File: src/rtl/regfile_wb_arb.sv
// rtl/regfile_wb_arb.sv - writeback arbiter for the regfile write port
// Source A has fixed priority; source B goes through an in-order queue with WAW kill.
module regfile_wb_arb #(
  parameter  int WIDTH  = 32,
  parameter  int DEPTH  = 32,
  parameter  int QDEPTH = 4,
  localparam int AW     = $clog2(DEPTH),
  localparam int CW     = $clog2(QDEPTH) + 1
) (
  input  logic             clk,
  input  logic             rst_n,
  input  logic             i_a_valid,
  input  logic [AW-1:0]    i_a_addr,
  input  logic [WIDTH-1:0] i_a_data,
  input  logic             i_b_valid,
  output logic             o_b_ready,
  input  logic [AW-1:0]    i_b_addr,
  input  logic [WIDTH-1:0] i_b_data,
  output logic [AW-1:0]    o_wr_addr,
  output logic [WIDTH-1:0] o_wr_data,
  output logic             o_wr_en,
  output logic [CW-1:0]    o_b_count,
  output logic [DEPTH-1:0] o_pend_mask
);

  logic [CW-1:0]    head;
  logic [CW-1:0]    tail;
  logic [CW-1:0]    count;
  logic [QDEPTH-1:0] live;
  logic [AW-1:0]    q_addr [QDEPTH];
  logic [WIDTH-1:0] q_data [QDEPTH];

  logic [CW-2:0] head_idx;
  logic [CW-2:0] tail_idx;
  logic          push;
  logic          pop;
  logic          empty;
  logic          head_live;

  assign head_idx  = head[CW-2:0];
  assign tail_idx  = tail[CW-2:0];
  assign empty     = (count == '0);
  assign o_b_ready = rst_n && (count < CW'(QDEPTH));
  assign push      = i_b_valid && o_b_ready;
  // A and pop are exclusive, so the popped head can never be a kill target.
  assign pop       = !i_a_valid && !empty;
  assign head_live = live[head_idx];
  assign o_b_count = count;

  always_ff @(posedge clk or negedge rst_n) begin
    if (!rst_n) begin
      head      <= '0;
      tail      <= '0;
      count     <= '0;
      live      <= '0;
      o_wr_en   <= 1'b0;
      o_wr_addr <= '0;
      o_wr_data <= '0;
    end else begin
      if (pop)  head <= head + 1'b1;
      if (push) tail <= tail + 1'b1;
      if (push && !pop)      count <= count + 1'b1;
      else if (pop && !push) count <= count - 1'b1;

      for (int i = 0; i < QDEPTH; i++) begin
        if (i_a_valid && live[i] && (q_addr[i] == i_a_addr)) live[i] <= 1'b0;
      end
      if (pop)  live[head_idx] <= 1'b0;
      // Written last so a same-cycle B entry survives a matching A write.
      if (push) live[tail_idx] <= 1'b1;

      if (i_a_valid) begin
        o_wr_en   <= 1'b1;
        o_wr_addr <= i_a_addr;
        o_wr_data <= i_a_data;
      end else if (!empty && head_live) begin
        o_wr_en   <= 1'b1;
        o_wr_addr <= q_addr[head_idx];
        o_wr_data <= q_data[head_idx];
      end else begin
        o_wr_en   <= 1'b0;
      end
    end
  end

  always_ff @(posedge clk) begin
    if (push) begin
      q_addr[tail_idx] <= i_b_addr;
      q_data[tail_idx] <= i_b_data;
    end
  end

  always_comb begin
    o_pend_mask = '0;
    for (int i = 0; i < QDEPTH; i++) begin
      if (live[i]) o_pend_mask[q_addr[i]] = 1'b1;
    end
  end

endmodule
File: config.mk
export PLATFORM = sky130hd
export DESIGN_NAME = regfile_wb_arb
export DESIGN_NICKNAME = d
export VERILOG_FILES = /design/src/rtl/regfile_wb_arb.sv
export SDC_FILE = /design/constraint.sdc
export NUM_CORES = 1
export LEC_CHECK = 0
export CORE_MARGIN = 1
export CORE_UTILIZATION = 40
export CTS_CLUSTER_DIAMETER = 40
export DETAILED_ROUTE_END_ITERATION = 7
export GPL_TIMING_DRIVEN = 1
export PLACE_DENSITY = 0.62
export SETUP_SLACK_MARGIN = 0.02
export SYNTH_ARGS = -nofsm -noshare
export SYNTH_HDL_FRONTEND = slang
export SYNTH_SLANG_ARGS = --single-unit
File: constraint.sdc
create_clock -name clk -period 2.3 [get_ports clk]
set_input_delay 0.345 -clock clk [delete_from_list [all_inputs] [get_ports clk]]
set_output_delay 0.345 -clock clk [all_outputs]
set_load 0.005 [all_outputs]
# [Yosys cells after proc, flatten, opt, wreduce, memory -nomap -nowiden]
# Memory sizes are Yosys's and may differ from the RTL's.
# Cells that the tools add are included.
[word_totals] register_bits=51 inputBits=78 memories=2 mem_bits_rw=148 mem_bits_ro=0 output_inout_bits=74 latch_bits=0
[op_classes] eq_ne=4 order_cmp=13 mul=0 n_mux=34 n_reduce_logical=27 bitwise=6 shifts=0 add_sub_neg=4 div_mod_pow=0
[mem_list] memory="q_data" depth=4 word_bits=32 rd=1 rd_clocked_by_memory_dff=0 write_ports=1 line_no="31" text="logic [WIDTH-1:0] q_data [QDEPTH];"
[mem_list] memory="q_addr" depth=4 word_bits=5 rd=5 rd_clocked_by_memory_dff=0 write_ports=1 line_no="30" text="logic [AW-1:0] q_addr [QDEPTH];"
[ops] op="two-way mux 32 bit" n=6
[ops] op="OR 32 bit" n=3
[ops] op="less-than comparator 5 x 6 -> 1 bit, second input constant" n=4
[ops] op="demux 1 bit (select 5 bit)" n=4
[ops] op="== test 5 bit" n=4
[ops] op=">= comparator 5 x 1 -> 1 bit, second input constant" n=4
[ops] op="logical AND 1 bit" n=20
[ops] op="two-way mux 1 bit" n=15
[ops] op="two-way mux 5 bit" n=2
[ops] op="adder 3 x 1 -> 3 bit, second input constant" n=3
[ops] op="two-way mux 4 bit" n=2
[ops] op="less-than comparator 2 x 3 -> 1 bit, second input constant" n=2
[ops] op="two-way mux 3 bit" n=2
[ops] op="AND 4 bit" n=1
[ops] op="demux 1 bit (select 2 bit)" n=2
[ops] op=">= comparator 2 x 1 -> 1 bit, second input constant" n=2
[ops] op="zero test 1 bit" n=4
[ops] op="NOT 4 bit" n=1
[ops] op="OR 4 bit" n=1
[ops] op="nonzero test 2 bit" n=2
[ops] op="zero test 3 bit" n=1
[ops] op="less-than comparator 3 bit, second input constant" n=1
[ops] op="subtractor 3 x 1 -> 3 bit, second input constant" n=1
[ops] op="binary-select mux 1 bit (select 2 bit)" n=1

# [Depth between registers and ports, before layout]
[logic_depth] ltp_word=11 mapped_depth=9 ltp_nobuf=9

# [Worst setup path after synthesis]
# No wires, ideal clock.
[synth_path] path_type="register -> register" startpoint="register count[2] (netlist: o_b_count[2])" endpoint="memory q_addr[0][0] (netlist name), enable pin" slack_ps=213 arrival_time_ps=1688 path_stages_with_launch=3 setup_ps=399 path_cell_list="dfrtp_1 nor2b_1 and3_1"
[synth_between] elab_chain_len=5
[synth_lines] element="from (decl)" line_no="28" text="logic [CW-1:0] count;"
[synth_lines] element="from (signal assigned)" line_no="62" text="if (push && !pop) count <= count + 1'b1;"
[synth_lines] element="from (signal assigned)" line_no="63" text="else if (pop && !push) count <= count - 1'b1;"
[synth_lines] element="less-than comparator 3 bit" line_no="43" text="assign o_b_ready = rst_n && (count < CW'(QDEPTH));"
[synth_lines] element="logical AND 1 bit" line_no="43"
[synth_lines] element="net o_b_ready" line_no="16" text="output logic o_b_ready,"
[synth_lines] element="logical AND 1 bit" line_no="44" text="assign push = i_b_valid && o_b_ready;"
[synth_lines] element="two-way mux 1 bit" line_no="87" text="if (push) begin"
[synth_lines] element="two-way mux 1 bit (not written as such)" line_no="88" text="q_addr[tail_idx] <= i_b_addr;"
[synth_lines] element="to (decl)" line_no="30"
# The timed path passes the listed nets, and every way through them passes these cells.

==> results.cfg <==
[sta]
clock-skew-final_ns = 0.0115
fin_crit_sh_pct = 104
finalCriticalPeriod_ns = 2.39
timing.slew.headroom_pct = 52.4
maxSlewViolCount = 0
finalHoldViolCount = 0
rsz0062_at_grt = yes
finalSetupViolCount = 5
timing.fmax_mhz = 418
setup_slack_ns = -0.0898
worst_pin_slew_ns = 0.714
holdWs_ns = 0.0371

[die]
initial_core_util_pct = 40.7
die_h_um = 154
rows = 55
die_area_um2 = 23600
io_pins = 152
dieWidth_um = 154
core_region_area_um2 = 22600

[power_and_ir_drop]
ir_drop_v = 0.000524
power_density_nw_per_um2 = 950
leakagePower_uw = 0.00479

[min_path]
min_path_type = primary input to async pin

[finish]
final_common_cell = edfxtp_1
drive_gt1_share_pct = 37.7
antenna_cells = 0
n_fill_cell = 1824
layout_common_cells = edfxtp_1 (148), clkdlybuf4s50_1 (118), buf_4 (94)
syn2layout_area_growth_pct = 40.0
nets = 998
final_area_um2 = 12900
fin_util_pct = 57.0

[detailed_routing]
first_pass_iters = 4
dr_total_vias = 6502
wire_per_inst_um = 20.3
drt-vias-per-instance = 5.38
postRouteAntennaNets = 0
drt-total-wl_um = 24500
drc = 0
drtIter0Drc = 326

[clocking]
clkTransAtPathRegs_ns = 0.08
clockBufferDepth = 2
clock_latency_ns = 0.44
numCtsBuffers = 17
cts_sinks = 197
htree_levels = 4
cts_tree = done
cts_hold_buffers = 0
cts_root_buffer = clkbuf_16

[grt]
grt_max_degree = 50
antenna_found_initial = 1
grt_pass1_wl_um = 37600
grt_usage_pct = 20.9
grt_overflow = 0
first_global_vias = 6661

[worst_setup_path]
cp.required_ns = 1.96
crit_type = register to primary output
start_kind = register
worst_ep_arrival_time_ns = 2.04
crit_path_end_kind = primary output
crit_path_max_fanout = 6

[status]
violations = setup timing
status = finished, violations left

[placement]
placed_area_um2 = 11300
gp_congestion = 0.903
portBuffers = 151
dp_hpwl_um = 15900

[synth]
postSynthCellCount = 657
yosysUniqueCellTypes = 41
synth_fp_nets = 745
ys_ff_latch = 197
avgSynthCellArea_um2 = 14.0
yosysWarnings = 0
synth-seq-area-share_pct = 61.7
syn-cell-area_um2 = 9190

[job]
drv_cap = 0
metal layers:
metal	wire length (um)	global-route usage (%)	up-vias
met4	382	7.05	2
met3	1150	4.20	38
met2	12500	36.2	189
met5	14	0	-
met1	10500	26.0	3239
li1	-	-	3034
power breakdown:
| part | internal, uW | switching, uW |
|---|---|---|
| Clock | 1480 | 1490 |
| Combinational | 2470 | 1870 |
| Sequential | 4480 | 412 |
through the flow:
| step | total power [uW] | setup WS [ns] | instances | setup TNS [ns] |
|---|---|---|---|---|
| CTS | 12200 | -0.154 | 1183 | -0.624 |
| detailed placement | 9120 | 0.0628 | 1099 | 0 |
| global route | 12800 | -0.175 | 1208 | -0.827 |
| floorplan | 7230 | 0.213 | 657 | 0 |
| global placement | 9000 | 0.0887 | 1099 | 0 |
| finish | 12200 | -0.0898 | 1208 | -0.271 |
worst max-delay path, cell delays in order (launching register included):
cell and delay [ns]:
edfxtp_1 0.44, buf_6 0.15, or3b_4 0.46, buf_6 0.16
o22ai_4 0.15, a221o_1 0.14, buf_2 0.11
final timing paths:
| check | startpoint | endpoint | slack, ns | cells after the start |
|---|---|---|---|---|
| worst max-delay path | q_addr[2][1] | o_pend_mask[28] | -0.09 | 6 |
| worst min register to register | o_wr_data[3] | o_wr_data[3] | 0.49 | 1 |
| worst min-delay path | rst_n | o_b_count[2] | 0.04 | 2 |
| max in group asynchronous | rst_n | head[1] | 1.74 | 2 |
| worst max register to register | o_b_count[0] | o_b_count[2] | 0.34 | 9 |
| min in group clk | i_a_valid | head[0] | 0.49 | 4 |
flip-flops by register name (all words and copies together) (netlist names):
name       count
head           2
tail           2
o_b_count      3
q_data       128
o_wr_data     32
o_wr_addr      5
q_addr        20
o_wr_en        1
live           4
cell families (layout without fill, tap and decap cells):
logic type,count (synthesis),after routing,share of synthesized area (%)
flops,197,197,61.7
fa+ha+maj,10,10,1.44
simple gates,83,83,4.93
mux,115,115,14.8
xor+xnor,25,25,2.38
compound gates,140,140,10.8
buf+inv,87,353,3.88
final cells by class:
type | instances | area, um^2 | share of cell area (%)
Inverter | 39 | 146 | 1.14
Clock buffer | 17 | 425 | 3.31
Clock inverter | 15 | 178 | 1.38
Multi-Input combinational cell | 373 | 3510 | 27.3
Sequential cell | 197 | 5680 | 44.2
Tap cell | 285 | 357 | 2.77
Timing Repair Buffer | 282 | 2560 | 19.9
cell usage after synthesis, drive strengths merged:
library cell,number,area [um^2]
nor4,5,31.3
clkbuf,24,90.1
or2,1,6.26
nand2b,7,43.8
a21o,4,30.0
nor2,21,78.8
and2,2,12.5
inv,39,146
fa,1,20.0
nand2,11,41.3
or3,2,12.5
a221o,15,150
ha,9,113
a22oi,9,67.6
o221ai,17,149
edfxtp,148,4440
and3,4,25.0
o31ai,1,21.3
mux4,6,135
nor3,5,25.0
a32oi,11,96.3
nand3b,10,75.1
dfrtp,49,1230
buf,24,120
mux2i,1,10.0
nand3,4,20.0
o22ai,47,294
o21ai,2,10.0
mux2,108,1220
a21oi,34,174
xor2,18,158
nor2b,5,31.3
or3b,5,43.8
nand4,1,6.26
xnor2,7,61.3
repair_timing:
action                                  4_1_cts  5_1_grt
endpoints found under the setup margin       32       31
setup buffers                                52       28
pin swaps                                    20       18
resized for setup                           129       73
Note: power is estimated with default switching activity, not from simulation.
